==> config.mk <==
export PLATFORM = sky130hd
export DESIGN_NAME = decode_queue
export DESIGN_NICKNAME = d
export VERILOG_FILES = /design/src/rtl/decode_queue.sv
export SDC_FILE = /design/constraint.sdc
export NUM_CORES = 1
export LEC_CHECK = 0
export CORE_MARGIN = 10
export CORE_UTILIZATION = 39
export CTS_CLUSTER_SIZE = 8
export DETAILED_ROUTE_END_ITERATION = 8
export GPL_TIMING_DRIVEN = 0
export PLACE_DENSITY = 0.69
export RECOVER_POWER = 100
export SLEW_MARGIN = 20
export SYNTH_ARGS = -nofsm -noshare
export SYNTH_HDL_FRONTEND = slang
export SYNTH_SLANG_ARGS = --single-unit
export TNS_END_PERCENT = 1
==> constraint.sdc <==
create_clock -name clk -period 7.4 [get_ports clk]
set_input_delay 1.85 -clock clk [delete_from_list [all_inputs] [get_ports clk]]
set_output_delay 1.85 -clock clk [all_outputs]
set_load 0.05 [all_outputs]
==> src/rtl/decode_queue.sv <==
// decode_queue: RV32I field decode feeding a DEPTH-entry FIFO toward execute.
// Optional macro DECODE_ILLEGAL_EN stores and reports a per-entry illegal-opcode flag.
module decode_queue #(
   parameter int XLEN  = 32,
   parameter int DEPTH = 2
) (
   input  logic                       clk,
   input  logic                       rst,
   input  logic                       flush_i,
   input  logic                       in_valid_i,
   output logic                       in_ready_o,
   input  logic [31:0]                in_inst_i,
   input  logic [XLEN-1:0]            in_pc_i,
   output logic                       out_valid_o,
   input  logic                       out_ready_i,
   output logic [XLEN-1:0]            out_pc_o,
   output logic [6:0]                 out_opcode_o,
   output logic [2:0]                 out_funct3_o,
   output logic [6:0]                 out_funct7_o,
   output logic [4:0]                 out_rs1_idx_o,
   output logic [4:0]                 out_rs2_idx_o,
   output logic [4:0]                 out_rd_idx_o,
   output logic [XLEN-1:0]            out_imm_o,
   output logic                       out_illegal_o,
   output logic [$clog2(DEPTH+1)-1:0] count_o
);

   localparam int CW = $clog2(DEPTH + 1);
   localparam int PW = (DEPTH > 1) ? $clog2(DEPTH) : 1;

   localparam logic [6:0] OPC_LOAD   = 7'b0000011;
   localparam logic [6:0] OPC_STORE  = 7'b0100011;
   localparam logic [6:0] OPC_OP_IMM = 7'b0010011;
   localparam logic [6:0] OPC_OP     = 7'b0110011;
   localparam logic [6:0] OPC_BRANCH = 7'b1100011;
   localparam logic [6:0] OPC_JAL    = 7'b1101111;
   localparam logic [6:0] OPC_JALR   = 7'b1100111;
   localparam logic [6:0] OPC_AUIPC  = 7'b0010111;
   localparam logic [6:0] OPC_LUI    = 7'b0110111;

   typedef struct packed {
      logic [XLEN-1:0] pc;
      logic [6:0]      opcode;
      logic [2:0]      funct3;
      logic [6:0]      funct7;
      logic [4:0]      rs1;
      logic [4:0]      rs2;
      logic [4:0]      rd;
      logic [XLEN-1:0] imm;
   } entry_t;

   entry_t        dec;
   logic [31:0]   imm32;
   entry_t        mem [DEPTH];
   entry_t        head;
   logic [PW-1:0] wr_ptr;
   logic [PW-1:0] rd_ptr;
   logic [CW-1:0] count_q;
   logic          push;
   logic          pop;

   // Field extraction; any field an opcode does not list stays 0.
   always_comb begin
      dec        = '0;
      imm32      = '0;
      dec.pc     = in_pc_i;
      dec.opcode = in_inst_i[6:0];
      case (in_inst_i[6:0])
         OPC_LOAD, OPC_OP_IMM, OPC_JALR: begin
            dec.rs1    = in_inst_i[19:15];
            dec.funct3 = in_inst_i[14:12];
            dec.rd     = in_inst_i[11:7];
            imm32      = {{20{in_inst_i[31]}}, in_inst_i[31:20]};
         end
         OPC_STORE: begin
            dec.rs1    = in_inst_i[19:15];
            dec.rs2    = in_inst_i[24:20];
            dec.funct3 = in_inst_i[14:12];
            imm32      = {{20{in_inst_i[31]}}, in_inst_i[31:25], in_inst_i[11:7]};
         end
         OPC_OP: begin
            dec.funct7 = in_inst_i[31:25];
            dec.rs1    = in_inst_i[19:15];
            dec.rs2    = in_inst_i[24:20];
            dec.funct3 = in_inst_i[14:12];
            dec.rd     = in_inst_i[11:7];
         end
         OPC_BRANCH: begin
            dec.rs1    = in_inst_i[19:15];
            dec.rs2    = in_inst_i[24:20];
            dec.funct3 = in_inst_i[14:12];
            imm32      = {{19{in_inst_i[31]}}, in_inst_i[31], in_inst_i[7],
                          in_inst_i[30:25], in_inst_i[11:8], 1'b0};
         end
         OPC_JAL: begin
            dec.rd = in_inst_i[11:7];
            imm32  = {{11{in_inst_i[31]}}, in_inst_i[31], in_inst_i[19:12],
                      in_inst_i[20], in_inst_i[30:21], 1'b0};
         end
         OPC_AUIPC, OPC_LUI: begin
            dec.rd = in_inst_i[11:7];
            imm32  = {in_inst_i[31:12], 12'b0};
         end
         default: begin
            imm32 = '0;
         end
      endcase
      dec.imm = XLEN'($signed(imm32));
   end

   // Handshake: a transfer completes at a rising edge where valid && ready are both
   // high and flush_i is low; in_ready_o depends only on registered occupancy.
   assign in_ready_o  = count_q < CW'(DEPTH);
   assign out_valid_o = count_q != '0;
   assign push        = in_valid_i && in_ready_o && !flush_i;
   assign pop         = out_valid_o && out_ready_i && !flush_i;
   assign count_o     = count_q;

   function automatic logic [PW-1:0] next_ptr(input logic [PW-1:0] p);
      return (p == PW'(DEPTH - 1)) ? '0 : p + PW'(1);
   endfunction

   always_ff @(posedge clk or posedge rst) begin
      if (rst) begin
         wr_ptr  <= '0;
         rd_ptr  <= '0;
         count_q <= '0;
         for (int i = 0; i < DEPTH; i++) begin
            mem[i] <= '0;
         end
      end else if (flush_i) begin
         wr_ptr  <= '0;
         rd_ptr  <= '0;
         count_q <= '0;
      end else begin
         if (push) begin
            mem[wr_ptr] <= dec;
            wr_ptr      <= next_ptr(wr_ptr);
         end
         if (pop) begin
            rd_ptr <= next_ptr(rd_ptr);
         end
         if (push && !pop) begin
            count_q <= count_q + CW'(1);
         end else if (pop && !push) begin
            count_q <= count_q - CW'(1);
         end
      end
   end

   assign head = mem[rd_ptr];

   // Stale storage must never leak onto the execute bus while empty.
   assign out_pc_o      = out_valid_o ? head.pc     : '0;
   assign out_opcode_o  = out_valid_o ? head.opcode : '0;
   assign out_funct3_o  = out_valid_o ? head.funct3 : '0;
   assign out_funct7_o  = out_valid_o ? head.funct7 : '0;
   assign out_rs1_idx_o = out_valid_o ? head.rs1    : '0;
   assign out_rs2_idx_o = out_valid_o ? head.rs2    : '0;
   assign out_rd_idx_o  = out_valid_o ? head.rd     : '0;
   assign out_imm_o     = out_valid_o ? head.imm    : '0;

`ifdef DECODE_ILLEGAL_EN
   logic             dec_illegal;
   logic [DEPTH-1:0] ill_mem;

   // Every recognised opcode ends in 2'b11, so a bad low pair is also caught here.
   assign dec_illegal = !(in_inst_i[6:0] inside {OPC_LOAD, OPC_STORE, OPC_OP_IMM, OPC_OP,
                                                  OPC_BRANCH, OPC_JAL, OPC_JALR,
                                                  OPC_AUIPC, OPC_LUI});

   always_ff @(posedge clk or posedge rst) begin
      if (rst) begin
         ill_mem <= '0;
      end else if (push) begin
         ill_mem[wr_ptr] <= dec_illegal;
      end
   end

   assign out_illegal_o = out_valid_o && ill_mem[rd_ptr];
`else
   assign out_illegal_o = 1'b0;
`endif

endmodule

Yosys cells after proc, flatten, opt, wreduce, memory -nomap -nowiden
Index checks and enable logic that the tools add are counted.
W data, S select, Z words.
- register bits after elaboration: 196
- bits in latches: 0
- bits in writable memories: 0
- ROM bits: 0
- input port bits: 69
- output and inout bits: 101
- logic and storage cells: 88
- memories: 0
- add/sub/neg operators: 4
- $mul: 0
- div/mod/pow operators: 0
- $lt $le $gt $ge: 4
- equality and inequality tests: 9
- shifts and indexed selects: 0
- mux-type cells: 29
- bitwise logic cells: 3
- reduce and logical (&&, ||, !) cells: 20
- operators with widths (cell ; count):
    $mux W96 ; 4
    $bwmux W192 ; 1
    $pmux W32 S5 ; 1
    $demux W96 S1 ; 1
    $mux W32 ; 2
    $mux W5 ; 6
    $eq A7 B6 Y1 const B ; 3
    $eq A7 B7 Y1 const B ; 3
    $mux W7 ; 3
    $eq A7 B5 Y1 const B ; 2
    $eq A7 B2 Y1 const B ; 1
    $logic_and A1 B1 Y1 ; 7
    $reduce_or A7 Y1 ; 1
    $mux W1 ; 6
    $mux W2 ; 3
    $mux W3 ; 2
    $reduce_bool A2 Y1 ; 3
    $reduce_or A3 Y1 ; 2
    $reduce_or A6 Y1 ; 1
    $ge A2 B2 Y1 const B ; 2
    $not A1 Y2 ; 2
    $logic_not A1 Y1 ; 3
    $reduce_bool A3 Y1 ; 1
    $add A1 B1 Y1 const B ; 2
    7 further kinds ; 7

Logic depth before layout (Yosys ltp)
Gate-level depths: netlist of run 1.
- depth in word-level cells: 8
- gate-level depth with buffers: 7
- gate-level depth less buffers: 5

Least setup slack after synthesis of run 1
Ideal clock, no wire load.
- kind: reg2out
- from: reg count_q[1] (netlist: count_o[1])
- to: out out_imm_o[0]
- arrival time: 2022 ps
- required time: 5550 ps
- slack: 3528 ps
- cell stages (with the launch flop): 5
- buffers on the path: 2
- cells stage by stage: dfrtp_1 -> nor2_1 -> clkbuf_1 -> buf_1 -> nor2_1
- longest elaborated chain between the ends: 2
- ends and longest elaborated chain (item ; line ; text):
    start, declared ; 58 ; logic [CW-1:0] count_q;
    start signal, assigned ; 144 ; count_q <= count_q + CW'(1);
    start signal, assigned ; 146 ; count_q <= count_q - CW'(1);
    $reduce_bool A2 Y1 ; 114 ; assign out_valid_o = count_q != '0;
    $mux W32 ; 161 ; assign out_imm_o = out_valid_o ? head.imm : '0;
    end, declared ; 23 ; output logic [XLEN-1:0] out_imm_o,
Every way passes these cells.

==> results of run 1 <==
## state kept, by name, summed over array words and instances (netlist names)
name	cells
mem	192
wr_ptr	1
count_o	2
rd_ptr	1
## tightest hold or removal path, stage by stage (launching register included)
cell and delay [ps]:
dfrtp_1 340, nand2_1 50, nand2_1 50
## worst max path at each step
stage,to,cells past startpoint
2_1_floorplan,count_o[0],1
3_3_place_gp,mem[105],2
3_5_place_dp,out_imm_o[20],5
4_1_cts,out_imm_o[20],5
5_1_grt,count_o[0],2
6_report,mem[89],2
## power by group through the flow
stage,Sequential (mW),Clock [mW],Combinational (mW)
floorplan,1.28,0,0.381
detailed placement,1.30,0,0.581
global placement,1.29,0,0.571
CTS,1.28,0.939,0.584
global route,1.29,0.976,0.624
finish,1.28,0.926,0.564
## metrics by stage
| stage | util | cell area [um2] |
|---|---|---|
| finish | 0.5140 | 11740 |
| detailed placement | 0.4899 | 11190 |
| global placement | 0.4884 | 11160 |
| global route | 0.5139 | 11740 |
| floorplan | - | 9115 |
| CTS | 0.5158 | 11780 |
## metal layers
| metal | GRT usage | vias to the layer above | wire length, um |
|---|---|---|---|
| met1 | 0.2489 | 3689 | 12790 |
| met3 | 0.05032 | 23 | 2140 |
| met2 | 0.2889 | 279 | 12760 |
| li1 | - | 3633 | - |
| met5 | 0 | - | 0 |
| met4 | 0.04384 | 0 | 348 |
## layout make-up
type                       instances  area, um2
fill                            2198      11100
sequential                       196       4905
multi-input combinational        711       3875
timing repair buffer             166       1679
clock buffer                      19      442.9
tap                              313      391.6
buffer                            69      287.8
clock inverter                    13      147.6
inverter                           3      11.26
antenna                            1      2.502
## synth_stat cells, types with 3 or more instances
library cell / n / area share
mux2i_1: 96 / 0.11
a221o_1: 16 / 0.018
buf_1: 8 / 0.0033
dfrtp_1: 196 / 0.54
a22o_1: 26 / 0.025
inv_1: 3 / 0.0012
clkbuf_1: 33 / 0.014
o211ai_1: 22 / 0.018
nor2_1: 105 / 0.043
nand2b_1: 5 / 0.0034
a21oi_1: 5 / 0.0027
o21ai_0: 48 / 0.026
and3b_1: 3 / 0.0029
nand2_1: 339 / 0.14
nor2b_1: 3 / 0.0021
buf_2: 26 / 0.014
a32oi_1: 4 / 0.0038
## cells in the final DEF (no fill, tap or decap), types with 5 or more instances in the layout
| master | count |
|---|---|
| a21oi_1 | 5 |
| a221o_1 | 16 |
| a22o_1 | 26 |
| buf_2 | 14 |
| clkbuf_1 | 54 |
| clkbuf_16 | 17 |
| clkdlybuf4s50_1 | 66 |
| clkinv_4 | 8 |
| dfrtp_1 | 196 |
| dlygate4sd3_1 | 99 |
| mux2i_1 | 96 |
| nand2_1 | 339 |
| nand2b_1 | 5 |
| nor2_1 | 105 |
| o211ai_1 | 22 |
| o21ai_0 | 48 |
## logic make-up after synthesis
group           count (synthesis)  synth area share
buf+inv                        72           0.03445
xor+xnor                        2          0.001922
compound gates                134            0.1050
flops                         196            0.5381
simple gates                  476            0.2118
mux                            98            0.1083
other cells                     1         0.0004114
==> results_dict.tcl, run 1 <==
set metrics [dict create \
    status "finished with violations" \
    violations "capacitance limit, slew limit" \
    final_max_slew_viol_count 98 \
    dp_slack_ps 2413 \
    min_path_type "reg2reg" \
    start_kind "input pin" \
    core-area_um2 22850 \
    hold_slack_ps 475.2 \
    dp_cells 1458 \
    pwr_density_cell_nw_per_um2 235.6 \
    grt_pass1_vias 7959 \
    crit_family "buffers and inverters" \
    tightestPinTransition_ps 3877 \
    rr_endpoint "mem[18]" \
    cts-htree-levels 4 \
    dieArea_um2 29890 \
    finalSetupViolCount 0 \
    period_minus_slack_ps 5529 \
    seq_power_share 0.461 \
    ys_seq_area_frac 0.5381 \
    syn-instance-count 979 \
    rsz0062_at_grt "no" \
    grt_pass1_wl_mm 44.53 \
    crit_chain "dlygate4sd3_1, inv_1" \
    drt_iter0_markers 639 \
    regToRegSetupSlack_ps 4760 \
    num_rows 55 \
    p_sw_frac 0.3178 \
    ys_seq_elements 196 \
    cp_num_buf_inv 2 \
    clk_path_buf_depth 2 \
    post-route-period-util 0.7471 \
    intPower_mw 1.888 \
    syn_nets 1048 \
    ant_nets 0 \
    syn2layout_area_growth_pct 28.83 \
    hold_path_end "mem[191]" \
    leakage_nw 5.417 \
    rr_startpoint "count_o[1]" \
    grt-ovfl-total 0 \
    required_ps 7060 \
    drv_cap 1 \
    cts_resized 0 \
    clkTransAtPathRegs_ps 70 \
    start_util 0.3990 \
    comb_power_share 0.204 \
    die_h_um 172.9 \
    hold_buffers 0 \
    r2r_cells 4 \
    drive_gt1_frac 0.04843 \
    max_freq_mhz 180.9 \
    p_switching_mw 0.8795 \
    peakVddDrop_mv 0.1579 \
    drtPass1Iterations 5 \
    cp_max_fo 98 \
    clk_latency_ps 440 \
    holdCritStartpoint "mem[191]" \
    grt_max_degree 100 \
    synthFlopType "dfrtp_1" \
    cts_tree "yes" \
    worstSetupEndpointType "asynchronous set/reset pin" \
    vias 7624 \
    clock-sinks 196 \
    cts_root_buf "clkbuf_16" \
    final_nets 1233 \
    min_path_cells 2 \
    setup_slack_ps 1871 \
    power_mw 2.767 \
    crit_start "rst" \
    worst_path_max_delay_cell "inv_1" \
    setup_tns_ps 0 \
    syn_avg_cell_area_um2 9.311 \
    synth_edf_count 0 \
    avgRoutedWirePerCell_um 18.80 \
    antenna_found_initial 0 \
    port-buffer-count 165 \
    finalHoldViolCount 0 \
    globalplace.congestion 0.8538 \
    grt_usage 0.1846 \
    hpwl_mm 20.05 \
    slowest_delay_ps 2690 \
    pwr-share-clk 0.335 \
    post_synth_num_cell_types 48 \
    avgViaCountPerCell 5.113 \
    ys.warnings.count 0 \
    clock_skew_ps 11.65 \
    cp.arrival_ps 5180 \
    slew_headroom -1.585 \
    die_x_um 172.9 \
    wl_mm 28.04 \
    cts_buffers 17 \
    synthesis.area_um2 9115 \
    fin_cells 1491 \
    drc 0 \
    io_pins 170 \
    crit_type "in2async" \
    async_flop_share 1.000 \
    post-cts-setup-buffers 0 \
]
Power figures use the tool's default switching activity.
==> run 2: changes to the inputs <==
PLACE_DENSITY = 0.67   (was 0.69)
clock period = 5.2 ns   (was 7.4 ns; I/O delays follow)
==> results_dict.tcl, run 2 (synthesis gave the netlist of run 1 again) <==
set metrics [dict create \
    status "complete, no violations" \
    min_path_type "reg2reg" \
    slew_headroom 0.06319 \
    top_register "mem" \
    final_max_slew_viol_count 0 \
    cp_max_fo 10 \
    cts_resized 0 \
    drive_gt1_frac 0.05076 \
    regArea_um2 4905 \
    drtPass1Iterations 5 \
    drt_iter0_markers 609 \
    crit_family "buffers and inverters" \
    num_rows 55 \
    tightestPinTransition_ps 1405 \
    grt_usage 0.1863 \
    start_kind "register" \
    post-cts-setup-buffers 0 \
    final_cell_mix "nand2_1, dfrtp_1, nor2_1" \
    die_x_um 172.9 \
    clkTransAtPathRegs_ps 70 \
    core-area_um2 22850 \
    clk_path_buf_depth 2 \
    start_util 0.3990 \
    leakage_nw 5.403 \
    finalHoldViolCount 0 \
    clock-sinks 196 \
    peakVddDrop_mv 0.2270 \
    dieArea_um2 29890 \
    vias 7718 \
    drc 0 \
    avgRoutedWirePerCell_um 18.84 \
    globalplace.congestion 0.8147 \
    post-route-period-util 0.9247 \
    clock_skew_ps 10.22 \
    cp_num_buf_inv 3 \
    crit_chain "nor2_1, clkbuf_1, clkbuf_1, nor2_1, dlygate4sd3_1" \
    pwr_density_cell_nw_per_um2 334.0 \
    final_util 0.5141 \
    wl_mm 28.17 \
    finalSetupViolCount 0 \
    antenna_found_initial 0 \
    grt_pass1_vias 7918 \
    diodes 0 \
    slowest_delay_ps 810 \
    required_ps 3900 \
    fin_cells 1495 \
    grt_pass1_wl_mm 45.13 \
    dp_cells 1464 \
    syn2layout_area_growth_pct 28.85 \
    clk_latency_ps 430 \
    cp.arrival_ps 3510 \
    worstSetupEndpointType "output port" \
    period_minus_slack_ps 4808 \
    final_nets 1239 \
    num-fill-cells 2212 \
    dp_slack_ps 844.5 \
    largest_reg_flops 192 \
    drv_cap 0 \
    rsz0062_at_grt "no" \
    cts_tree "yes" \
    cts-htree-levels 4 \
    cts_root_buf "clkbuf_16" \
    hpwl_mm 20.54 \
    port-buffer-count 165 \
    worst_path_max_delay_cell "dlygate4sd3_1" \
    ant_nets 0 \
    die_h_um 172.9 \
    hold_buffers 0 \
    multi_input_area_um2 3875 \
    final_common_cell "nand2_1" \
    setup_tns_ps 0 \
    setup_slack_ps 391.6 \
    io_pins 170 \
    crit_type "reg2out" \
    avgViaCountPerCell 5.163 \
    grt_max_degree 35 \
    cts_buffers 17 \
    max_freq_mhz 208.0 \
    grt-ovfl-total 0 \
]
==> run 2: cell count changes in the layout (fill, tap and decap cells not counted), sizes merged <==
| cell | delta |
|---|---|
| clkinv | -7 |
| dlygate4sd3 | +1 |
| diode | -1 |
| clkdlybuf4s50 | -1 |
| clkinvlp | +6 |
| clkbuf | +6 |
==> run 2: power by group <==
group	switching (mW)	leakage (nW)	internal, mW
registers	0.102	2.61	1.72
logic	0.523	2.53	0.279
clock network	0.608	0.269	0.695
==> run 2: layer usage <==
metal / wire (um) / global-route usage / part of all wire
met2: 13030 / 0.2974 / 0.46
met3: 2302 / 0.05816 / 0.082
met1: 12530 / 0.2430 / 0.44
met4: 303 / 0.04096 / 0.011
met5: 0 / 0 / 0
==> run 2: cell type report <==
class	instances	share of cell area
inverters	3	0.001065
clock buffers	19	0.03856
plain buffers	69	0.02450
multi-input cells	711	0.3299
clock inverters	12	0.01055
well taps	313	0.03334
repair buffers	172	0.1445
flip-flops and latches	196	0.4176
==> run 2: tightest hold or removal path: stages, from the launching register on <==
cell and delay (ps):
dfrtp_1 340, nand2_1 50, nand2_1 50
==> run 2: path summary, 6_finish.rpt <==
| check | cells after the start | endpoint | slack, ps | from |
|---|---|---|---|---|
| hold / removal | 2 | mem[176] | 480 | mem[176] |
| max in group asynchronous | 5 | mem[121] | 770 | rst |
| setup / recovery | 5 | out_imm_o[20] | 390 | count_o[1] |
| min in group asynchronous | 2 | mem[162] | 1400 | rst |
| hold reg to reg | 2 | mem[176] | 480 | mem[176] |
| setup reg to reg | 4 | mem[12] | 2560 | count_o[1] |
==> run 2: metrics by stage <==
step / cell area (um2) / hold slack (ps) / total power [mW]
3_3_place_gp: 11160 / 456.5 / 2.654
5_1_grt: 11750 / 496.9 / 4.111
4_1_cts: 11890 / 478.7 / 3.989
6_report: 11750 / 475.5 / 3.923
2_1_floorplan: 9119 / 445.0 / 2.365
3_5_place_dp: 11320 / 461.5 / 2.682
==> run 3: changes to the inputs <==
CORE_ASPECT_RATIO = 1.1   (was unset)
==> results_dict.tcl, run 3 (synthesis gave the netlist of run 1 again) <==
set metrics [dict create \
    status "finished with violations" \
    violations "capacitance limit, slew limit" \
    core-area_um2 22930 \
    grt-ovfl-total 0 \
    wl_mm 28.09 \
    final_cell_mix "nand2_1, dfrtp_1, nor2_1" \
    rsz0062_at_grt "no" \
    drive_gt1_frac 0.05330 \
    avgRoutedWirePerCell_um 18.94 \
    num_rows 58 \
    final_area_um2 11780 \
    setup_slack_ps 285.3 \
    largest_reg_flops 192 \
    drtPass1Iterations 5 \
    grt_pass1_wl_mm 44.46 \
    worst_path_max_delay_cell "dlygate4sd3_1" \
    pwr_density_cell_nw_per_um2 341.7 \
    syn2layout_area_growth_pct 29.21 \
    die_x_um 165.8 \
    drc 0 \
    cts-htree-levels 4 \
    max_freq_mhz 203.5 \
    final_nets 1238 \
    io_pins 170 \
    cp_num_buf_inv 3 \
    hold_buffers 0 \
    grt_max_degree 36 \
    globalplace.congestion 0.8490 \
    dpl_cell_area_um2 11270 \
    crit_type "reg2out" \
    required_ps 3900 \
    cts_resized 0 \
    pwr-share-clk 0.349 \
    leakage_nw 5.448 \
    final_util 0.5136 \
    finalHoldViolCount 0 \
    cp.arrival_ps 3610 \
    avgViaCountPerCell 5.192 \
    clock-sinks 196 \
    cp_max_fo 10 \
    final_common_cell "nand2_1" \
    dp_slack_ps 793.1 \
    seq_power_share 0.452 \
    post-cts-setup-buffers 0 \
    min_path_type "reg2reg" \
    drt_iter0_markers 476 \
    grt_pass1_vias 7881 \
    dieArea_um2 29890 \
    crit_family "buffers and inverters" \
    comb_power_share 0.199 \
    tightestPinTransition_ps 1906 \
    antenna_found_initial 3 \
    vias 7700 \
    finalSetupViolCount 0 \
    period_minus_slack_ps 4915 \
    cts_tree "yes" \
    slowest_delay_ps 810 \
    worstSetupEndpointType "output port" \
    p_sw_frac 0.3096 \
    clk_path_buf_depth 2 \
    drv_cap 2 \
    slew_headroom -0.2705 \
    grt_usage 0.1838 \
    setup_tns_ps 0 \
    ant_nets 0 \
    peakVddDrop_mv 0.2631 \
    clk_latency_ps 440 \
    clock_skew_ps 8.846 \
    top_register "mem" \
    post-route-period-util 0.9451 \
    die_h_um 180.3 \
    start_kind "register" \
    cts_root_buf "clkbuf_16" \
    final_max_slew_viol_count 68 \
    hpwl_mm 20.64 \
    start_util 0.3975 \
    port-buffer-count 165 \
    intPower_mw 2.778 \
    clkTransAtPathRegs_ps 70 \
    p_switching_mw 1.246 \
    crit_chain "nor2_1, clkbuf_1, clkbuf_1, nor2_1, dlygate4sd3_1" \
    cts_buffers 17 \
]
-- run 3: cell count changes in the layout (fill, tap and decap cells not counted), moves of 2 or more --
cell,change
buf_2,+3
bufinv_16,+2
clkbuf_1,-3
clkinv_4,+2
clkinvlp_4,-4
inv_6,+3
o21ai_0,+2
o21ai_1,-2
-- run 3: final cells by class --
cell class              instances  area, um2
diodes                          1      2.502
plain buffers                  69      291.5
clock buffers                  18      439.2
clock inverters                14      186.4
fillers                      2216      11150
inverters                       3      12.51
multi-input cells             711       3881
flip-flops and latches        196       4905
well taps                     300      375.4
repair buffers                171       1684
-- run 3: path summary, 6_finish.rpt --
kind                                 start            end  slack, ps  depth (start not counted)
worst max-delay path            count_o[1]  out_imm_o[18]        290                          5
worst min-delay path              mem[191]       mem[191]        470                          2
worst max register to register  count_o[1]       mem[108]       2530                          5
worst min register to register    mem[191]       mem[191]        470                          2
max in group asynchronous              rst        mem[63]        770                          4
min in group asynchronous              rst        mem[73]       1500                          2
-- run 3: stage by stage --
step	total power [mW]	hold WS [ps]	cells
after floorplan	2.365	445.0	979
after global placement	2.650	455.7	1444
after detailed placement	2.680	461.7	1450
after CTS	4.081	478.8	1482
after global routing	4.207	494.0	1482
final	4.024	472.2	1483
-- run 3: power by group through the flow --
| stage | sequential, mW | clock (mW) | combinational, mW |
|---|---|---|---|
| after floorplan | 1.82 | 0 | 0.543 |
| after global placement | 1.84 | 0 | 0.810 |
| after detailed placement | 1.85 | 0 | 0.834 |
| after CTS | 1.82 | 1.42 | 0.840 |
| after global routing | 1.84 | 1.49 | 0.880 |
| final | 1.82 | 1.40 | 0.801 |
-- run 3: worst reg2reg max path: cells and delay by family (launching register included) --
kind	cells	cell delay [ps]
AND/OR/NAND/NOR	3	1660
flip-flops	1	450
AO/OA/AOI/OAI	1	300
buffers and inverters	1	190
-- run 3: per-layer routing --
layer,vias to the layer above,part of all wire,global-route usage
li1,3649,-,-
met1,3757,0.44,0.2359
met2,261,0.47,0.2931
met3,31,0.075,0.05650
met4,2,0.016,0.05071
met5,-,0.00032,0
